`src/rtl/pattern_pkg.sv`:
```
// Shared definitions for the pattern checker: mode encodings, LFSR taps and seed,
// and the checker state enum.
package pattern_pkg;

  localparam logic [2:0] MODE_COUNTER  = 3'b000;
  localparam logic [2:0] MODE_LFSR     = 3'b001;
  localparam logic [2:0] MODE_WALK1    = 3'b010;
  localparam logic [2:0] MODE_WALK0    = 3'b011;
  localparam logic [2:0] MODE_HAMMER   = 3'b100;
  localparam logic [2:0] MODE_NEIGHBOR = 3'b101;

  localparam int unsigned LFSR_TAP_HI  = 31;
  localparam int unsigned LFSR_TAP_MID = 21;
  localparam int unsigned LFSR_TAP_LO  = 1;
  localparam logic [31:0] LFSR_SEED    = 32'h04030201;

  typedef enum logic [1:0] {IDLE, RUN, DRAIN, DONE} state_e;

endpackage

```
`src/rtl/pattern_expect.sv`:
```
// Expected-word generator: reloads on load (latching mode), steps once per advance.
module pattern_expect
  import pattern_pkg::*;
#(
  parameter int          WIDTH      = 32,
  parameter logic [31:0] LFSR_RESET = LFSR_SEED
) (
  input  logic             clk,
  input  logic             reset,
  input  logic             load,
  input  logic [2:0]       mode,
  input  logic             advance,
  output logic [WIDTH-1:0] expected
);

  localparam logic [WIDTH-1:0] One = WIDTH'(1);

  logic [2:0]       mode_q, mode_d;
  logic [WIDTH-1:0] exp_q, exp_d;
  logic [WIDTH-1:0] nb_q, nb_d;
  logic             toggle_q, toggle_d;

  always_comb begin
    mode_d   = mode_q;
    exp_d    = exp_q;
    nb_d     = nb_q;
    toggle_d = toggle_q;
    if (load) begin
      mode_d   = mode;
      toggle_d = 1'b1;
      nb_d     = ~One;
      case (mode)
        MODE_COUNTER: exp_d = One;
        MODE_LFSR:    exp_d = WIDTH'(LFSR_RESET);
        MODE_WALK1:   exp_d = One;
        MODE_WALK0:   exp_d = ~One;
        default:      exp_d = '0;
      endcase
    end else if (advance) begin
      toggle_d = ~toggle_q;
      // Neighbor pattern only moves its hole on the all-zero half of each pair.
      if (!toggle_q) nb_d = {nb_q[WIDTH-2:0], nb_q[WIDTH-1]};
      case (mode_q)
        MODE_COUNTER:  exp_d = exp_q + One;
        MODE_LFSR:     exp_d = {exp_q[WIDTH-2:0],
                                exp_q[LFSR_TAP_HI] ^ exp_q[LFSR_TAP_MID] ^ exp_q[LFSR_TAP_LO]};
        MODE_WALK1,
        MODE_WALK0:    exp_d = {exp_q[WIDTH-2:0], exp_q[WIDTH-1]};
        MODE_HAMMER:   exp_d = {WIDTH{toggle_q}};
        MODE_NEIGHBOR: exp_d = toggle_q ? nb_q : '0;
        default:       exp_d = '0;
      endcase
    end
  end

  always_ff @(posedge clk or posedge reset) begin
    if (reset) begin
      mode_q   <= MODE_COUNTER;
      exp_q    <= '0;
      nb_q     <= '0;
      toggle_q <= 1'b0;
    end else begin
      mode_q   <= mode_d;
      exp_q    <= exp_d;
      nb_q     <= nb_d;
      toggle_q <= toggle_d;
    end
  end

  assign expected = exp_q;

endmodule

```
`src/rtl/pattern_check.sv`:
```
// Receive-side pattern checker with a two-stage registered compare.
// First-mismatch capture is built only when PATTERN_CHECK_FIRST_ERR_EN is defined.
module pattern_check
  import pattern_pkg::*;
#(
  parameter int          WIDTH      = 32,
  parameter logic [31:0] LFSR_RESET = LFSR_SEED
) (
  input  logic             clk,
  input  logic             reset,
  input  logic             start,
  input  logic [2:0]       mode,
  input  logic [31:0]      length,
  input  logic [WIDTH-1:0] din,
  input  logic             din_valid,
  output logic             busy,
  output logic             done,
  output logic [31:0]      word_count,
  output logic [31:0]      error_count,
  output logic             error,
  output logic [31:0]      first_err_index,
  output logic [WIDTH-1:0] first_err_expected,
  output logic [WIDTH-1:0] first_err_actual
);

  state_e           state_q, state_d;
  logic [31:0]      length_q, word_count_q, error_count_q;
  logic             error_q;
  logic             s1_valid_q, s2_mis_q;
  logic [WIDTH-1:0] s1_din_q, s1_exp_q;
  logic [WIDTH-1:0] expected;
  logic             accept, last;

  assign accept = (state_q == RUN) && din_valid && !start;
  assign last   = accept && (length_q != '0) && (word_count_q + 32'd1 == length_q);

  pattern_expect #(
    .WIDTH      (WIDTH),
    .LFSR_RESET (LFSR_RESET)
  ) u_expect (
    .clk      (clk),
    .reset    (reset),
    .load     (start),
    .mode     (mode),
    .advance  (accept),
    .expected (expected)
  );

  always_comb begin
    state_d = state_q;
    busy    = (state_q == RUN) || (state_q == DRAIN);
    done    = (state_q == DONE);
    if (start) begin
      state_d = RUN;
    end else begin
      case (state_q)
        RUN:     if (last) state_d = DRAIN;
        DRAIN:   if (!s1_valid_q) state_d = DONE;
        default: state_d = state_q;
      endcase
    end
  end

  always_ff @(posedge clk or posedge reset) begin
    if (reset) begin
      state_q <= IDLE;
    end else begin
      state_q <= state_d;
    end
  end

  always_ff @(posedge clk or posedge reset) begin
    if (reset) begin
      length_q      <= '0;
      word_count_q  <= '0;
      error_count_q <= '0;
      error_q       <= 1'b0;
      s1_valid_q    <= 1'b0;
      s1_din_q      <= '0;
      s1_exp_q      <= '0;
      s2_mis_q      <= 1'b0;
    end else if (start) begin
      // Words still in flight belong to the previous run and are dropped.
      length_q      <= length;
      word_count_q  <= '0;
      error_count_q <= '0;
      error_q       <= 1'b0;
      s1_valid_q    <= 1'b0;
      s2_mis_q      <= 1'b0;
    end else begin
      s1_valid_q <= accept;
      if (accept) begin
        s1_din_q     <= din;
        s1_exp_q     <= expected;
        word_count_q <= word_count_q + 32'd1;
      end
      s2_mis_q <= s1_valid_q && (s1_din_q != s1_exp_q);
      if (s2_mis_q) begin
        error_q <= 1'b1;
        if (error_count_q != '1) error_count_q <= error_count_q + 32'd1;
      end
    end
  end

  assign word_count  = word_count_q;
  assign error_count = error_count_q;
  assign error       = error_q;

`ifdef PATTERN_CHECK_FIRST_ERR_EN
  logic [31:0]      s1_idx_q, s2_idx_q, fe_idx_q;
  logic [WIDTH-1:0] s2_exp_q, s2_act_q, fe_exp_q, fe_act_q;

  always_ff @(posedge clk or posedge reset) begin
    if (reset) begin
      s1_idx_q <= '0;
      s2_idx_q <= '0;
      s2_exp_q <= '0;
      s2_act_q <= '0;
      fe_idx_q <= '0;
      fe_exp_q <= '0;
      fe_act_q <= '0;
    end else if (start) begin
      fe_idx_q <= '0;
      fe_exp_q <= '0;
      fe_act_q <= '0;
    end else begin
      if (accept) s1_idx_q <= word_count_q;
      if (s1_valid_q) begin
        s2_idx_q <= s1_idx_q;
        s2_exp_q <= s1_exp_q;
        s2_act_q <= s1_din_q;
      end
      if (s2_mis_q && !error_q) begin
        fe_idx_q <= s2_idx_q;
        fe_exp_q <= s2_exp_q;
        fe_act_q <= s2_act_q;
      end
    end
  end

  assign first_err_index    = fe_idx_q;
  assign first_err_expected = fe_exp_q;
  assign first_err_actual   = fe_act_q;
`else
  assign first_err_index    = '0;
  assign first_err_expected = '0;
  assign first_err_actual   = '0;
`endif

endmodule

```
`config.mk`:
```
export PLATFORM = sky130hd
export DESIGN_NAME = pattern_check
export DESIGN_NICKNAME = d
export VERILOG_FILES = /design/src/rtl/pattern_pkg.sv /design/src/rtl/pattern_expect.sv /design/src/rtl/pattern_check.sv
export SDC_FILE = /design/constraint.sdc
export NUM_CORES = 1
export LEC_CHECK = 0
export CAP_MARGIN = 20
export CORE_MARGIN = 2
export CORE_UTILIZATION = 54
export CTS_CLUSTER_SIZE = 20
export DETAILED_ROUTE_END_ITERATION = 10
export PLACE_DENSITY = 0.88
export SLEW_MARGIN = 10
export SYNTH_ARGS = -nofsm -noshare
export SYNTH_HDL_FRONTEND = slang
export SYNTH_SLANG_ARGS = --single-unit
export TNS_END_PERCENT = 20
```
`constraint.sdc`:
```
create_clock -name clk -period 8.9 [get_ports clk]
set_input_delay 1.78 -clock clk [delete_from_list [all_inputs] [get_ports clk]]
set_output_delay 1.78 -clock clk [all_outputs]
set_load 0.01 [all_outputs]
```
# After elaboration in Yosys (flattened, before gate mapping)
# Index checks and enable logic that the tools add are counted.
word_totals:
  register_bits: 233
  input_bits: 71
  output_inout_bits: 163
  elab_cells: 80
classes:
  addsub: 3
  eq_ne: 17
  mux: 23
  bitwise_logic: 4
  reduce_logical: 20
ops:
  columns: ["cell", "n"]
  rows:
  - ["2-to-1 mux 32 bit", 11]
  - ["one-hot mux 32 bit (5 select lines)", 1]
  - ["adder 32 x 1 -> 32 bit (second input constant)", 3]
  - ["one-hot mux 32 bit (3 select lines)", 1]
  - ["== test 32 bit", 1]
  - ["!= test 32 bit", 1]
  - ["!= test 32 bit (second input constant)", 1]
  - ["nonzero test 32 bit", 1]
  - ["== test 3 x 2 -> 1 bit (second input constant)", 4]
  - ["== test 3 x 1 -> 1 bit (second input constant)", 2]
  - ["== test 3 bit (second input constant)", 2]
  - ["zero test 3 bit", 2]
  - ["2-to-1 mux 1 bit", 6]
  - ["2-to-1 mux 2 bit", 3]
  - ["!= test 3 bit (second input constant)", 2]
  - ["AND reduction 2 bit", 3]
  - ["nonzero test 2 bit", 3]
  - ["logical AND 1 bit", 5]
  - ["== test 2 bit (second input constant)", 2]
  - ["one-hot mux 2 bit (2 select lines)", 1]
  - ["OR reduction 2 bit", 2]
  - ["AND reduction 3 bit", 1]
  - ["nonzero test 3 bit", 1]
  - ["== test 2 x 1 -> 1 bit (second input constant)", 1]
  - ["other kinds (5)", 7]

# Longest topological paths before layout
depth:
  ltp_word: 8
  ltp_mapped: 11
  ltp_nobuf: 10

# By module
# From an unflattened synthesis, not the netlist that was laid out.
unflattened:
  cells_unflattened: 1529
  area_unflattened_um2: 13513.0
modules_own_cells:
  columns: ["mod", "instances", "cells_each", "area_each_um2", "seq_area_each_um2"]
  rows:
  - ["pattern_check", 1, 1004, 9188.8, 4129.0]
  - ["pattern_expect", 1, 525, 4324.1, 1701.6]

# Least setup slack after synthesis
# No wires, ideal clock.
synth_timing:
  path_type: "in2reg"
  from: "input port din_valid"
  to: "register state_q[0]"
  setup_time_ns: 0.126
  t_arrival_ns: 3.112
  required_ns: 8.774
  setup_slack_ns: 5.661
  stages: 8
  path_buffers: 0
  cell_sequence: "nand2_1 -> nor2_1 -> o2111ai_1 -> nor4_1 -> nand4_1 -> nor4_4 -> a21oi_1 -> a311o_1"
synth_between:
  elab_chain_cells: 6
synth_lines:
  columns: ["item", "line", "text"]
  rows:
  - ["start, declared", "pattern_check.sv:15", "input logic din_valid,"]
  - ["logical AND 1 bit (2 in series)", "pattern_check.sv:34", "assign accept = (state_q == RUN) && din_valid && !start;"]
  - ["logical AND 1 bit (2 in series)", "pattern_check.sv:35", "assign last = accept && (length_q != '0) && (word_count_q + 32'd1 == length_q);"]
  - ["!= test 3 bit (no line)", null, null]
  - ["AND reduction 3 bit (no line)", null, null]
  - ["end signal, assigned", "pattern_check.sv:68", "state_q <= state_d;"]
  - ["end, declared", "pattern_check.sv:26", "state_e state_q, state_d;"]
# Every way passes these cells.
# A chain may end at the register's enable or synchronous reset.

# Worst setup path after layout
layout_timing:
  from: "input port din_valid"
  to: "register u_expect.exp_q[5] (netlist: u_expect.expected[5])"
layout_between:
  elab_chain_cells: 3
layout_lines:
  columns: ["item", "line", "text"]
  rows:
  - ["logical AND 1 bit (2 in series)", "pattern_check.sv:34", null]
  - ["nonzero test 2 bit (no line)", null, null]
  - ["end signal, assigned", "pattern_expect.sv:64", "exp_q <= exp_d;"]
  - ["end, declared", "pattern_expect.sv:19", "logic [WIDTH-1:0] exp_q, exp_d;"]
# Every way passes these cells.

==> results.yml <==
outcome:
  status: "finished clean"
floorplanning:
  die_area_um2: 25400
  fp-row-count: 56
  core_area_um2: 23500
  start_util_pct: 55.3
  die_w_um: 159
  io_pins: 234
  die_height_um: 159
final_layout:
  drive_above_1_share_pct: 11.4
  final_cells: 1772
  num_antenna_cells: 0
  area_growth_pct: 15.9
  finalNetCount: 1511
  final_util_pct: 64.1
worst_hold_path:
  min_path_cells: 1
  hold_path_end: "state_q[1]$_DFFE_PP0P_"
  min_from: "s1_valid_q$_DFF_PP0_"
  hold_class: "reg2reg"
worst_setup_path:
  cp.required_ps: 9300
  crit_family: "simple AND/OR/NAND/NOR gates"
  r2r_start: "word_count[2]$_DFFE_PP0P_"
  slowest_delay_ps: 650
  reg2reg_to: "state_q[0]$_DFFE_PP0P_"
  crit_type: "in2reg"
  path_common_cell: "nand2_1"
  rr_worst_depth: 8
  cp_slowest_cell: "nand2_1"
  reg2reg_slack_ps: 5400
  critPathCaptureType: "flip-flop"
  critPathLaunchType: "primary input"
  worstPathArrival_ps: 4220
  path_cells: "clkdlybuf4s50_1 -> nand2_1 -> buf_4 -> nand2_1 -> nand2_1 -> a31oi_1 -> a21oi_1 -> nand2_1"
  critPathMaxFanout: 53
  crit_buf_inv: 2
pwr:
  ir_drop_mv: 0.137
  seqPwrFrac_pct: 46.9
  p_switching_uw: 741
  power.leakage_nw: 6.01
  power_density_nw_per_um2: 180
  p_sw_share_pct: 27.3
  clkPwrFrac_pct: 38.9
  pwr-share-comb_pct: 14.2
  intPower_mw: 1.97
grt:
  grt_overflow: 0
  grt_pass1_vias: 10100
  gr-usage-all-layers_pct: 25.1
  grt_max_degree: 137
  grt_pass1_wl_um: 53200
  antenna_found_initial: 0
clock_tree:
  cts_sinks: 233
  hold_buffers: 0
  h-tree-depth: 1
  cts_buffer_depth: 3
  path_clk_slew_ps: 60
  cts_tree: "done"
  postCtsSetupBuffers: 0
  cts-root-buf: "clkbuf_16"
  clock_latency_ps: 540
  cts_resized: 0
  cts_buffers: 25
timing:
  fin_crit_sh_pct: 42.9
  setup_violations: 0
  hold_viol: 0
  fin_tns_setup_ps: 0
  timing.hold.ws_ps: 474
  layout_min_cycle_time_ps: 3820
  slew-limit-headroom_pct: 27.4
  rsz0062_at_grt: "false"
  fin_ws_ps: 5080
  worstMarginPinSlew_ps: 1090
  drv_slew: 0
  fin_skew_ps: 31.3
  clock.fmax_mhz: 262
synthesis:
  muxShareOfSynthArea_pct: 8.56
  yosys_warnings: 0
  syn_inst: 1341
  synth-edff-count: 0
  netlist_area_um2: 13000
  synthArstFlopShare_pct: 100
  yosysUniqueCellTypes: 62
  synth_ff_type: "dfrtp_1"
  synth_xor_area_share_pct: 9.63
  synth_top_family_by_area: "simple AND/OR/NAND/NOR gates"
  seq_area_frac_synth_pct: 44.8
  ys_seq_elements: 233
  synthAdderAreaFrac_pct: 0.577
  avgSynthCellArea_um2: 9.70
  synth_simple_gate_area_share_pct: 17.2
  synth-compound-area-share_pct: 10.7
drt:
  firstDrtPassIters: 8
  wl_um: 32400
  drtIter0Drc: 1134
  drcViolationCount: 0
  drt-vias-per-instance: 5.95
  vias: 10500
  drtAntennaViolNets: 0
  post_drt_wl_per_cell_um: 18.3
job:
  maxCapViolations: 0
placement:
  port_buffers: 137
  finalWeightedCongestion: 0.921
  dp_slack_ps: 4610
  hpwl_um: 22000
  placed_cells: 1724
## how the worst max path moves through the flow
stage / from / to / slack, ps / cells after the start
final: din_valid / u_expect.expected[5]$_DFFE_PP0P_ / 5080 / 8
after global routing: din_valid / u_expect.expected[3]$_DFFE_PP0P_ / 4810 / 8
after CTS: state_q[0]$_DFFE_PP0P_ / busy / 5150 / 4
after detailed placement: din_valid / u_expect.expected[5]$_DFFE_PP0P_ / 4610 / 8
after global placement: din_valid / u_expect.expected[3]$_DFFE_PP0P_ / 4640 / 8
after floorplan: reset / error$_DFFE_PP0P_ / 730 / 1
## placed cells by master (no fill, tap or decap), types with 10 or more instances in the layout
cell type        count
nor2_1              87
nand2b_1            23
xnor2_1             91
a21oi_1             50
inv_1               19
a222oi_1            19
and3_1              19
nor3_1              20
nor4_1              24
xor2_1              52
o21ai_0             94
mux2_2              98
dfrtp_1            233
clkdlybuf4s50_1    136
o211ai_1            10
nand2_1             98
or3_1               23
conb_1              96
nand3_1             72
clkbuf_16           25
nand4_1             37
## synthesized netlist by cell type (2+ instances only)
cell type	number	area share [%]
a211oi_1	4	0.23
a21o_1	3	0.17
a21oi_1	50	1.9
a221oi_1	2	0.13
a222oi_1	19	1.5
a31oi_1	6	0.29
a41oi_1	2	0.13
and2_1	5	0.24
and3_1	19	0.91
and4_1	8	0.54
buf_2	5	0.19
buf_4	96	5.5
clkbuf_1	74	2.1
dfrtp_1	233	45
ha_1	6	0.58
inv_1	20	0.58
mux2_2	98	8.5
nand2_1	98	2.8
nand2b_1	23	1.1
nand3_1	72	2.8
nand4_1	37	1.8
nor2_1	90	2.6
nor2b_1	2	0.096
nor3_1	21	0.81
nor4_1	24	1.2
o211ai_1	10	0.58
o21a_1	7	0.40
o21ai_0	94	3.6
o221ai_1	2	0.13
o31a_1	2	0.13
o31ai_1	8	0.46
or2_2	3	0.14
or3_1	23	1.1
or4_1	6	0.35
xnor2_1	91	6.1
xor2_1	52	3.5
## kinds of logic after synthesis
logic type / after synthesis
DFF: 233
and+or+nand+nor: 439
other: 1
buffers and inverters: 197
xor gates and xnor gates: 143
AOI/OAI and AO/OA: 223
muxes: 99
adders and majority gates: 6
## power by group through the flow
stage | Combinational, mW | Sequential (mW) | Clock (mW)
after global placement | 0.367 | 1.28 | 0
after CTS | 0.382 | 1.27 | 1.07
after floorplan | 0.328 | 1.24 | 0
after detailed placement | 0.378 | 1.29 | 0
final | 0.386 | 1.27 | 1.06
after global routing | 0.422 | 1.29 | 1.11
## flip-flops by register name, summed over array words and instances, names as in the netlist, 2 cells and up
| register | count |
|---|---|
| s1_exp_q | 32 |
| error_count | 32 |
| s1_din_q | 32 |
| u_expect.nb_q | 32 |
| u_expect.expected | 32 |
| length_q | 32 |
| state_q | 2 |
| word_count | 32 |
| u_expect.mode_q | 3 |
## cell type report
class	instances	area (um2)
timing repair buffer	147	1470
fill	1810	8460
sequential	233	5830
inverter	21	86.3
clock inverter	9	106
multi-input combinational	1006	6450
tap	319	399
clock buffer	37	731
## layer usage
metal	routed length (um)	up-vias	track usage, %
li1	-	4749	-
met5	0	-	0
met1	13200	5151	34.8
met2	15500	576	41.3
met4	928	0	7.93
met3	2790	70	3.39
## metrics by stage
step	power [mW]	instance area, um2
3_3_place_gp	1.65	14200
2_1_floorplan	1.56	13400
5_1_grt	2.82	15100
3_5_place_dp	1.67	14200
4_1_cts	2.72	15000
6_report	2.71	15100
Power figures use the tool's default switching activity.
